<file path="config.mk">
export PLATFORM = sky130hd
export DESIGN_NAME = alu_exec_flat
export DESIGN_NICKNAME = d
export VERILOG_FILES = /design/src/rtl/alu_exec_if.sv /design/src/rtl/alu_exec.sv /design/src/flat_wrapper.sv
export SDC_FILE = /design/constraint.sdc
export NUM_CORES = 1
export LEC_CHECK = 0
export ABC_CLOCK_PERIOD_IN_PS = 13500
export CORE_ASPECT_RATIO = 1.4
export CORE_MARGIN = 4
export CORE_UTILIZATION = 30
export CTS_BUF_LIST = sky130_fd_sc_hd__clkbuf_8
export DETAILED_ROUTE_END_ITERATION = 7
export GPL_ROUTABILITY_DRIVEN = 0
export PLACE_DENSITY = 0.42
export SLEW_MARGIN = 20
export SYNTH_ARGS = -nofsm -noshare
export SYNTH_HDL_FRONTEND = slang
export SYNTH_SLANG_ARGS = --single-unit
export TNS_END_PERCENT = 100
</file>
<file path="constraint.sdc">
create_clock -name clk -period 13.5 [get_ports clk]
set_input_delay 1.35 -clock clk [delete_from_list [all_inputs] [get_ports clk]]
set_output_delay 1.35 -clock clk [all_outputs]
set_load 0.03 [all_outputs]
</file>
<file path="src/rtl/alu_exec_if.sv">
// Operand/result bundle between the ALU control stage and the execute stage.
// The issuing side drives the request, the execute stage drives results and status.
interface alu_exec_if #(
   parameter int WIDTH = 32
);
   logic             start;
   logic [3:0]       ALUC;
   logic [WIDTH-1:0] A;
   logic [WIDTH-1:0] B;
   logic [WIDTH-1:0] result;
   logic             zero;
   logic [WIDTH-1:0] hi;
   logic [WIDTH-1:0] lo;
   logic             busy;
   logic             done;

   modport master (
      output start, ALUC, A, B,
      input  result, zero, hi, lo, busy, done
   );

   modport slave (
      input  start, ALUC, A, B,
      output result, zero, hi, lo, busy, done
   );
endinterface

</file>
<file path="src/rtl/alu_exec.sv">
// MIPS execute stage: single-cycle logic/arithmetic ops with a registered result,
// plus a signed multiply built from an iterative shift-add on operand magnitudes.
module alu_exec #(
   parameter int WIDTH = 32,
   parameter int ITER  = WIDTH
) (
   input  logic      clk,
   input  logic      rst,
   alu_exec_if.slave bus
);

   typedef enum logic {IDLE, MUL} state_t;

   localparam int CW = $clog2(ITER + 1);

   localparam logic [3:0] OpAnd  = 4'b0000;
   localparam logic [3:0] OpOr   = 4'b0011;
   localparam logic [3:0] OpAdd  = 4'b0100;
   localparam logic [3:0] OpSub  = 4'b0101;
   localparam logic [3:0] OpSlt  = 4'b0111;
   localparam logic [3:0] OpMult = 4'b1010;

   state_t             state_q, state_d;
   logic [WIDTH-1:0]   result_q, result_d;
   logic               zero_q, zero_d;
   logic [WIDTH-1:0]   hi_q, hi_d;
   logic [WIDTH-1:0]   lo_q, lo_d;
   logic               done_q, done_d;
   logic               sign_q, sign_d;
   logic [CW-1:0]      count_q, count_d;
   logic [2*WIDTH-1:0] accum_q, accum_d;
   logic [2*WIDTH-1:0] mcand_q, mcand_d;
   logic [WIDTH-1:0]   mplier_q, mplier_d;

   logic [WIDTH-1:0]   aluResult;
   logic [WIDTH-1:0]   magA;
   logic [WIDTH-1:0]   magB;
   logic [2*WIDTH-1:0] partialSum;
   logic [2*WIDTH-1:0] product;

   // Single-cycle datapath; undefined codes yield zero.
   always_comb begin
      aluResult = '0;
      case (bus.ALUC)
         OpAnd:   aluResult = bus.A & bus.B;
         OpOr:    aluResult = bus.A | bus.B;
         OpAdd:   aluResult = bus.A + bus.B;
         OpSub:   aluResult = bus.A - bus.B;
         OpSlt:   aluResult = {{(WIDTH-1){1'b0}}, ($signed(bus.A) < $signed(bus.B))};
         default: aluResult = '0;
      endcase
   end

   // The most negative value negates to itself, which is its correct unsigned magnitude.
   assign magA       = bus.A[WIDTH-1] ? -bus.A : bus.A;
   assign magB       = bus.B[WIDTH-1] ? -bus.B : bus.B;
   assign partialSum = accum_q + (mplier_q[0] ? mcand_q : '0);
   assign product    = sign_q ? -partialSum : partialSum;

   always_ff @(posedge clk) begin
      if (rst) begin
         state_q  <= IDLE;
         result_q <= '0;
         zero_q   <= 1'b1;
         hi_q     <= '0;
         lo_q     <= '0;
         done_q   <= 1'b0;
         sign_q   <= 1'b0;
         count_q  <= '0;
         accum_q  <= '0;
         mcand_q  <= '0;
         mplier_q <= '0;
      end else begin
         state_q  <= state_d;
         result_q <= result_d;
         zero_q   <= zero_d;
         hi_q     <= hi_d;
         lo_q     <= lo_d;
         done_q   <= done_d;
         sign_q   <= sign_d;
         count_q  <= count_d;
         accum_q  <= accum_d;
         mcand_q  <= mcand_d;
         mplier_q <= mplier_d;
      end
   end

   // Requests are only accepted in IDLE, so a start during MUL is simply dropped.
   always_comb begin
      state_d  = state_q;
      result_d = result_q;
      zero_d   = zero_q;
      hi_d     = hi_q;
      lo_d     = lo_q;
      done_d   = 1'b0;
      sign_d   = sign_q;
      count_d  = count_q;
      accum_d  = accum_q;
      mcand_d  = mcand_q;
      mplier_d = mplier_q;
      case (state_q)
         IDLE: begin
            if (bus.start) begin
               if (bus.ALUC == OpMult) begin
                  mcand_d  = {{WIDTH{1'b0}}, magA};
                  mplier_d = magB;
                  sign_d   = bus.A[WIDTH-1] ^ bus.B[WIDTH-1];
                  accum_d  = '0;
                  count_d  = CW'(ITER);
                  state_d  = MUL;
               end else begin
                  result_d = aluResult;
                  zero_d   = (aluResult == '0);
                  done_d   = 1'b1;
               end
            end
         end
         MUL: begin
            accum_d  = partialSum;
            mcand_d  = mcand_q << 1;
            mplier_d = mplier_q >> 1;
            count_d  = count_q - CW'(1);
            if (count_q == CW'(1)) begin
               {hi_d, lo_d} = product;
               done_d       = 1'b1;
               state_d      = IDLE;
            end
         end
         default: state_d = IDLE;
      endcase
   end

   assign bus.result = result_q;
   assign bus.zero   = zero_q;
   assign bus.hi     = hi_q;
   assign bus.lo     = lo_q;
   assign bus.busy   = (state_q == MUL);
   assign bus.done   = done_q;

endmodule

</file>
<file path="src/flat_wrapper.sv">
// flat-port wrapper written by rule: the top's interface ports become plain ports
module alu_exec_flat 
#(
   parameter int WIDTH = 32,
   parameter int ITER  = WIDTH
)
  (clk, rst, bus_start, bus_ALUC, bus_A, bus_B, bus_result, bus_zero, bus_hi, bus_lo, bus_busy, bus_done);
  alu_exec_if #(.WIDTH(WIDTH)) bus_i ();
  input  logic clk;
  input  logic rst;
  input wire logic [$bits(bus_i.start)-1:0] bus_start;
  input wire logic [$bits(bus_i.ALUC)-1:0] bus_ALUC;
  input wire logic [$bits(bus_i.A)-1:0] bus_A;
  input wire logic [$bits(bus_i.B)-1:0] bus_B;
  output wire logic [$bits(bus_i.result)-1:0] bus_result;
  output wire logic [$bits(bus_i.zero)-1:0] bus_zero;
  output wire logic [$bits(bus_i.hi)-1:0] bus_hi;
  output wire logic [$bits(bus_i.lo)-1:0] bus_lo;
  output wire logic [$bits(bus_i.busy)-1:0] bus_busy;
  output wire logic [$bits(bus_i.done)-1:0] bus_done;
  assign bus_i.start = bus_start;
  assign bus_i.ALUC = bus_ALUC;
  assign bus_i.A = bus_A;
  assign bus_i.B = bus_B;
  assign bus_result = bus_i.result;
  assign bus_zero = bus_i.zero;
  assign bus_hi = bus_i.hi;
  assign bus_lo = bus_i.lo;
  assign bus_busy = bus_i.busy;
  assign bus_done = bus_i.done;
  alu_exec #(.WIDTH(WIDTH), .ITER(ITER)) u_core (.clk(clk), .rst(rst), .bus(bus_i));
endmodule
</file>
Word level (Yosys, flattened, before mapping)
Index checks and enable logic that the tools add are counted.
- add/subtract/negate cells: 7
- magnitude comparators: 1
- eq/ne operators: 8
- mux-type cells: 25
- bitwise gates (word level): 5
- reductions and logical operators: 6
- operators by type and width (operator ; number):
    $mux 64 ; 6
    $pmux 64 s2 ; 2
    $pmux 32 s5 ; 1
    $mux 32 ; 4
    $add 64x64->64 ; 1
    $neg 32->32 ; 2
    $neg 64->64 ; 1
    $pmux 32 s2 ; 1
    $add 32x32->32 ; 1
    $and 32x32->32 ; 1
    $logic_not 32->1 ; 1
    $lt 32x32->1 ; 1
    $or 32x32->32 ; 1
    $sub 32x32->32 ; 1
    $eq 4x3->1 const B ; 3
    $mux 6 ; 2
    $pmux 6 s2 ; 1
    $eq 6x1->1 const B ; 1
    $mux 1 ; 6
    $reduce_and 3->1 ; 2
    $sub 6x1->6 const B ; 1
    $eq 4x2->1 const B ; 1
    $eq 4x4->1 const B ; 1
    $logic_not 4->1 ; 1
    6 further kinds ; 9
- bits in registers: 266
- input bits: 71
- word-level logic and storage cells: 63

Logic depth before layout (Yosys ltp)
Gate-level depths: netlist (run 1).
- word-level depth: 5
- depth in mapped cells: 20
- mapped depth without buffers: 16

Least setup slack after synthesis (run 1)
OpenSTA, ideal clock, no wires.
- path kind: reg-to-reg
- from: register u_core.mplier_q[0]
- to: register u_core.hi_q[31] (netlist: u_core.bus.hi[31])
- arrival time: 4.759 ns
- data required time: 13.383 ns
- setup slack: 8.624 ns
- stages on the path, launching flop included: 21
- cells stage by stage: dfxtp_1 -> clkbuf_1 -> clkbuf_1 -> and2_1 -> ha_1 -> inv_1 -> fa_1 -> nand2b_1 -> a21oi_1 -> o211ai_1 -> a211oi_1 -> nor3_1 -> xnor2_1 -> or3_1 -> or3_1 -> buf_2 -> or4_4 -> buf_6 -> o41ai_2 -> xor2_1 -> o21ai_1
- longest elaborated chain between the ends: 4
- RTL lines (what ; line ; source):
    from (decl) ; alu_exec.sv:33 ; logic [WIDTH-1:0] mplier_q, mplier_d;
    from (signal assigned) ; alu_exec.sv:84 ; mplier_q <= mplier_d;
    $mux 64 (*) ; alu_exec.sv:57 ; assign partialSum = accum_q + (mplier_q[0] ? mcand_q : '0);
    $add 64x64->64 (*) ; alu_exec.sv:57 ;
    $neg 64->64 ; alu_exec.sv:58 ; assign product = sign_q ? -partialSum : partialSum;
    $mux 64 (*) ; alu_exec.sv:58 ;
    to (signal assigned) ; alu_exec.sv:77 ; hi_q <= hi_d;
    to (decl) ; alu_exec.sv:26 ; logic [WIDTH-1:0] hi_q, hi_d;
Mark *: on every way between the ends. The rest lies on a longest branch, timed or not.
A chain may end at the register's enable or synchronous reset.

Worst setup path in the final report (run 1)
Same ends and word-level chain as after synthesis.

==> key figures, run 1 <==
Status
  – Run status: finished, final reports clean

Critical path
  – Critical Path Source: u_core.mplier_q[0]
  – RR Startpoint: u_core.mplier_q[0]
  – Critical path type: reg -> reg
  – Worst Setup Start Kind: flop
  – Max incr delay on CP: 890 ps
  – Arrival @ worst endpoint: 6610 ps
  – Required time worst endpoint: around 14,000 ps
  – CP max FO: 63
  – Crit path capture: u_core.bus.hi[31]
  – Crit-path slowest cell: a2111oi_0
  – Critical-path cell list: buf_4 -> nand2_1 -> fa_1 -> nand2b_1 -> a21oi_1 -> o211ai_1 -> a2111oi_0 -> buf_4 -> nor3_1 -> o31ai_1 -> xor2_1 -> or4_1 -> or4_4 -> o41ai_2 -> xor2_1 -> o21ai_1
  – R2R setup slack: 7410 ps
  – RR Endpoint: u_core.bus.hi[31]
  – Reg2reg path depth: 16
  – Crit. End Element: flop

Flow run
  – Max_cap viols: 0

STA
  – Worst slew pin tran: 1040 ps
  – Final Setup Violations: 0
  – Final period utilization: 45.1%
  – Final Max Tran Viols: 0
  – Max Fclk: between 0.15 and 0.2 GHz
  – Hold violation count in the final report: 0
  – Setup TNS: 0 ps
  – Clock period minus worst slack: 6090 ps
  – Final Skew: between 30 and 40 ps
  – Unrepaired setup endpoints after global routing: no
  – Worst relative slew slack: 30.8%

Logic synthesis
  – Syn Inst Count: approximately 3,300
  – Ys Warns: 0
  – Post-Syn Area: between 20,000 and 25,000 µm²
  – Sequential share of the synthesized area: 22.9%
  – Avg Cell Area, Syn: 7.14 µm²
  – Ys async rst share: 0%
  – Register bit total from synthesis: 266
  – EDFF count, synth: 0
  – Primary FF master, synth: dfxtp_1
  – Mapped Nets: approximately 3,500
  – Count of cell types in the netlist: between 100 and 150

Final layout
  – Layout fillers: ~8,300
  – Synthesis-to-finish area growth: 14.7%
  – Final-stage net count: 3,528
  – Share of layout cells above drive strength 1: ~5.9%
  – Core Util, Final: 34.8%

Hold path
  – Worst hold path class: reg -> reg

Die
  – I/O Pins: 170
  – Die Wd: 243 µm
  – Die area: approximately 82,000 µm²
  – Core area: 76,600 µm²
  – Starting Density: 30.3%
  – Chip Height: about 340 µm
  – Site Rows: 120

Clock tree
  – Post-CTS sizing: 0
  – Clock Tree Buf Depth: 3
  – CTS root buf: clkbuf_8
  – Cts bufs inserted: 49
  – Clock latency on the worst-skew pair: 670 ps
  – Post-CTS Hold Fix Bufs: 0
  – Worst-path clk slew: 60 ps
  – CTS tree: done
  – H-tree depth: 2
  – Post CTS Setup Buffer Count: 0
  – Clock sink total: ~270

Power
  – Max VDD drop: between 90 and 100 µV
  – Sequential Power Share: slightly below 40%
  – Part of the power in the clock network: 41.6%
  – Sw Pwr: ~0.67 mW
  – Leakage: 10.5 nW
  – Comb pwr share: between 10% and 20%
  – PD cells: 78.1 nW/µm²
  – Sw Share: 32.0%
  – Int Pwr: 1.41 mW

Placement
  – IO Port Bufs: 169
  – Placed wire-length estimate after detailed placement: 75,400 µm

Routing
  – Routed WL: 96,900 µm
  – Vias per cell: approximately 5.7
  – Vias post-DR: 24,600
  – Drt first-iter violations: around 1,700
  – Wirelength per Cell: between 20 and 25 µm
  – Routed Antenna Nets: 0
  – Post-detailed-route DRC marker count: 0
  – First-pass DRT Iterations: 6

GRT
  – Global-route wire length before repair: between 100,000 and 150,000 µm
  – Overflow after GRT: 0
  – Total Routing Usage GR: 22.7%
  – Largest net degree at the start of global routing: 117
  – Vias in the first global route: approximately 24,000
  – Initial antenna violation count: 3
[through the flow]
| stage | instance area (µm²) | std cells | setup slack [ps] | hold WS [ps] | total power [mW] |
|---|---|---|---|---|---|
| global placement | 25600 | 4211 | 7320 | 441 | 1.23 |
| floorplan | 23200 | 3255 | 8620 | 432 | 1.06 |
| detailed placement | 25600 | 4211 | 7370 | 443 | 1.23 |
| finish | 26600 | 4305 | 7410 | 449 | 2.08 |
| global route | 26600 | 4304 | 6880 | 464 | 2.18 |
| CTS | 26600 | 4302 | 7300 | 452 | 2.12 |
[cell usage after synthesis (20+ instances only)]
cell      instances  area (µm²)
nor2_1          503        1890
a21oi_1         328        1640
dfxtp_1         266        5330
nand2_1         264         991
clkbuf_1        184         691
ha_1            168        2100
o21ai_0         144         721
a211oi_1        141        1060
inv_1           132         495
xnor2_1          89         780
and2_1           85         532
nor3_1           80         400
xor2_1           61         534
and3_1           60         375
nand4_1          53         332
o31ai_1          49         368
nand3_1          45         225
or3_1            41         257
a21o_1           31         233
o21ai_1          29         145
nor4_1           27         169
buf_2            26         130
o21a_1           26         195
o211ai_1         24         180
o21bai_1         21         158
or4_1            21         158
a221o_1          20         200
[logic make-up after synthesis]
group	Yosys count	share of synthesized area, %
AND/OR/NAND/NOR	1278	26.2
AO/OA/AOI/OAI	1015	29.0
buffers and inverters	354	5.94
flip-flops	266	22.9
adder cells (fa/ha/maj)	171	9.31
XOR/XNOR	150	5.66
multiplexers	21	0.959
[critical path: cells and delay by family (launching register included)]
family	cells	cell delay, ps
AOI/OAI and AO/OA	6	2350
xor gates and xnor gates	2	450
adders and majority gates	1	490
buffers and inverters	2	730
DFF	1	340
and+or+nand+nor	5	1570
[sequential cells by signal (all words and copies together) (netlist names)]
register / flops
u_core.count_q: 6
u_core.sign_q: 1
u_core.bus.lo: 32
u_core.bus.busy: 1
u_core.bus.hi: 32
u_core.accum_q: 64
u_core.mcand_q: 64
u_core.mplier_q: 32
u_core.bus.done: 1
u_core.bus.result: 32
u_core.bus.zero: 1
[placed cells by master (no fill, tap or decap), types with 26 or more instances in the layout]
| cell | n |
|---|---|
| a211oi_1 | 141 |
| a21o_1 | 31 |
| a21oi_1 | 328 |
| and2_1 | 84 |
| and3_1 | 60 |
| buf_4 | 32 |
| clkbuf_8 | 61 |
| clkdlybuf4s50_1 | 168 |
| dfxtp_1 | 264 |
| ha_1 | 168 |
| inv_1 | 149 |
| nand2_1 | 263 |
| nand3_1 | 45 |
| nand4_1 | 53 |
| nor2_1 | 503 |
| nor3_1 | 79 |
| nor4_1 | 26 |
| o21a_1 | 26 |
| o21ai_0 | 144 |
| o21ai_1 | 29 |
| o31ai_1 | 49 |
| or3_1 | 41 |
| xnor2_1 | 89 |
| xor2_1 | 61 |
[area by class of cell]
| class | count | area, µm² | area share [%] |
|---|---|---|---|
| sequential | 266 | 5330 | 20.0 |
| clock buffer | 60 | 826 | 3.10 |
| inverter | 133 | 499 | 1.87 |
| multi-input combinational | 2635 | 16600 | 62.2 |
| antenna | 3 | 7.51 | 0.0282 |
| timing repair buffer | 201 | 1940 | 7.27 |
| clock inverter | 31 | 246 | 0.925 |
| tap | 976 | 1220 | 4.58 |
[how the worst min path moves through the flow]
stage / start / end / slack (ps) / cells after the start
detailed placement: u_core.bus.hi[24] / u_core.bus.hi[24] / 440 / 2
CTS: u_core.bus.hi[24] / u_core.bus.hi[24] / 450 / 2
global placement: u_core.mplier_q[8] / u_core.mplier_q[7] / 440 / 2
finish: u_core.bus.hi[24] / u_core.bus.hi[24] / 450 / 2
floorplan: u_core.mplier_q[8] / u_core.mplier_q[7] / 430 / 2
global route: u_core.mplier_q[8] / u_core.mplier_q[7] / 460 / 2
[power by group through the flow]
stage	sequential (mW)	combinational, mW	clock [mW]
floorplan	0.838	0.225	0
global placement	0.829	0.400	0
detailed placement	0.828	0.399	0
CTS	0.811	0.400	0.905
global route	0.812	0.432	0.936
finish	0.811	0.403	0.865
[routing by layer]
layer  track usage [%]  wire (µm)
met5                 0          0
met4              14.3       7090
met3              2.63       4290
met2              40.7      47600
met1              25.7      37900
Note: power is estimated with default switching activity, not from simulation.
==> run 2: changes to the inputs <==
- ABC_CLOCK_PERIOD_IN_PS: 13500 -> 5880
- clock period: 13.5 -> 5.88 ns (I/O delays scaled with it)
==> run 2 against run 1 <==
Against the previous run: flip-flop and latch count is the same; register-to-register slack got worse by 7000 ps; maximum frequency increased by 11%; critical path depth fell by 1; combinational power rose by 140%; count of clock-buffer cells in the layout decreased by 2; clock power increased by 110%; cell count rose by 0.93%; critical endpoint unchanged; final area grew 1.1%; worst hold slack better by 0.99 ps; largest cell class unchanged; via count is 1.4% higher; highest routed layer unchanged; global-route usage increased by 0.65 points.
==> key figures, run 2 (synthesized netlist as in run 1, its figures left out) <==
STA
  – Worst relative slew slack: 33.3%
  – Setup TNS: 0 ps
  – Hold violation count in the final report: 0
  – Final period utilization: 92.9%
  – Final Skew: 34.5 ps
  – Final Max Tran Viols: 0
  – Final Setup Violations: 0
  – Worst slew pin tran: 998 ps
  – Max Fclk: 0.183 GHz
  – Unrepaired setup endpoints after global routing: no
  – Clock period minus worst slack: roughly 5500 ps

GRT
  – Largest net degree at the start of global routing: 178
  – Overflow after GRT: 0
  – Initial antenna violation count: 2
  – Total Routing Usage GR: 23.4%
  – Vias in the first global route: around 25,000
  – Global-route wire length before repair: 150,000 µm

Critical path
  – R2R setup slack: 420 ps
  – Arrival @ worst endpoint: 5970 ps
  – Required time worst endpoint: 6390 ps
  – Critical path type: reg -> reg
  – RR Endpoint: u_core.bus.hi[31]
  – Critical-path cell list: buf_12 -> and2_1 -> ha_1 -> nand4_1 -> nor2_1 -> nor3b_1 -> o21ai_0 -> a221o_1 -> or4_1 -> nor3_1 -> nand4_1 -> or4_4 -> o41ai_2 -> xor2_1 -> o21ai_1
  – Crit-path slowest cell: nor3b_1
  – Crit path top cell by count: nand4_1
  – Worst path bufs/invs: 1
  – Top cell family by delay on the critical path: simple AND/OR/NAND/NOR gates
  – Crit. End Element: flop
  – Reg2reg path depth: 15
  – RR Startpoint: u_core.mplier_q[0]
  – Stages on the worst setup path: 15
  – Max incr delay on CP: between 800 and 900 ps
  – Worst Setup Start Kind: flop
  – Critical Path Source: u_core.mplier_q[0]
  – CP max FO: 64
  – Crit path capture: u_core.bus.hi[31]

Clock tree
  – CTS root buf: clkbuf_8
  – Worst-path clk slew: 60 ps
  – Clock Tree Buf Depth: 3
  – Cts bufs inserted: just under 50
  – Post CTS Setup Buffer Count: 0
  – Clock latency on the worst-skew pair: 650 ps
  – CTS tree: done
  – Post-CTS Hold Fix Bufs: 0
  – H-tree depth: 2
  – Clock sink total: 266
  – Post-CTS sizing: 0

Power
  – Sw Pwr: 1.50 mW
  – PD cells: 172 nW/µm²
  – Max VDD drop: 142 µV
  – Sw Share: 32.4%
  – Sequential Power Share: roughly two fifths
  – Leakage: 10.7 nW
  – Int Pwr: ~3.1 mW
  – Comb pwr share: 20.6%
  – Part of the power in the clock network: 39.3%

Final layout
  – Most common cell after layout, fill and taps aside: nor2_1
  – Final-stage net count: 3,573
  – Largest registers: u_core.accum_q: 64 flops, u_core.mcand_q: 64 flops
  – Commonest non-fill, non-tap cells in the layout: nor2_1, a21oi_1, dfxtp_1
  – Core Util, Final: around a third
  – Share of layout cells above drive strength 1: 6.95%
  – Layout fillers: 8,291
  – Synthesis-to-finish area growth: 15.9%

Die
  – Die area: slightly above 80,000 µm²
  – Starting Density: 30.3%
  – I/O Pins: 170
  – Site Rows: 120
  – Die Wd: 243 µm
  – Chip Height: roughly 340 µm
  – Core area: 76,600 µm²

Routing
  – Routed WL: between 90,000 and 100,000 µm
  – Vias post-DR: roughly 25,000
  – Vias per cell: 5.74
  – Wirelength per Cell: around 23 µm
  – Drt first-iter violations: 1,602
  – Post-detailed-route DRC marker count: 0
  – Routed Antenna Nets: 0
  – First-pass DRT Iterations: 7

Hold path
  – Worst hold path class: reg -> reg
  – Hold Path Depth: 2

Placement
  – Placed wire-length estimate after detailed placement: slightly below 80,000 µm
  – IO Port Bufs: 169

Flow run
  – Max_cap viols: 0

Status
  – Run status: finished, final reports clean
run 2: stage by stage:
step                      instances  total power [mW]  setup slack, ps  hold slack, ps  cell area (µm²)
final                          4345              4.64              416             450            26900
after global routing           4344              4.86              196             481            26900
after CTS                      4341              4.72              407             455            26900
after detailed placement       4256              2.84              362             449            25900
after global placement         4255              2.84              346             445            25900
after floorplan                3255              2.44             1000             432            23200
run 2: cell type report:
cell class,instances,area (µm²),area share (%)
inverter,133,499,1.85
clock inverter,27,176,0.655
timing repair buffer,246,2310,8.58
sequential,266,5330,19.8
tap,976,1220,4.54
multi-input combinational,2635,16600,61.6
clock buffer,58,798,2.97
antenna,4,10.0,0.0372
run 2: power by group through the flow:
stage,Clock [mW],Combinational (mW),Sequential (mW)
floorplan,0,0.517,1.92
global placement,0,0.940,1.90
detailed placement,0,0.943,1.90
CTS,1.92,0.948,1.86
global route,1.97,1.02,1.86
finish,1.83,0.957,1.86
run 2: worst register-to-register path: stages (launching register included):
cell	delay, ps
dfxtp_1	330
buf_12	190
and2_1	200
ha_1	480
nand4_1	140
nor2_1	330
nor3b_1	860
o21ai_0	260
a221o_1	350
or4_1	560
nor3_1	220
nand4_1	310
or4_4	610
o41ai_2	270
xor2_1	180
o21ai_1	70
run 2: metal layers:
layer / wire length (µm) / vias to the layer above / GRT usage (%)
li1: - / 11900 / -
met1: 39100 / 11900 / 26.5
met2: 49200 / 839 / 42.3
met3: 4330 / 274 / 2.53
met4: 7190 / 0 / 13.9
met5: 0 / - / 0
run 2: worst min-delay path by stage:
stage,start,end,slack (ps)
2_1_floorplan,u_core.mplier_q[8],u_core.mplier_q[7],430
3_3_place_gp,u_core.bus.hi[18],u_core.bus.hi[18],440
3_5_place_dp,u_core.bus.hi[18],u_core.bus.hi[18],450
4_1_cts,u_core.bus.hi[18],u_core.bus.hi[18],450
5_1_grt,u_core.mplier_q[8],u_core.mplier_q[7],480
6_report,u_core.bus.hi[31],u_core.bus.hi[31],450
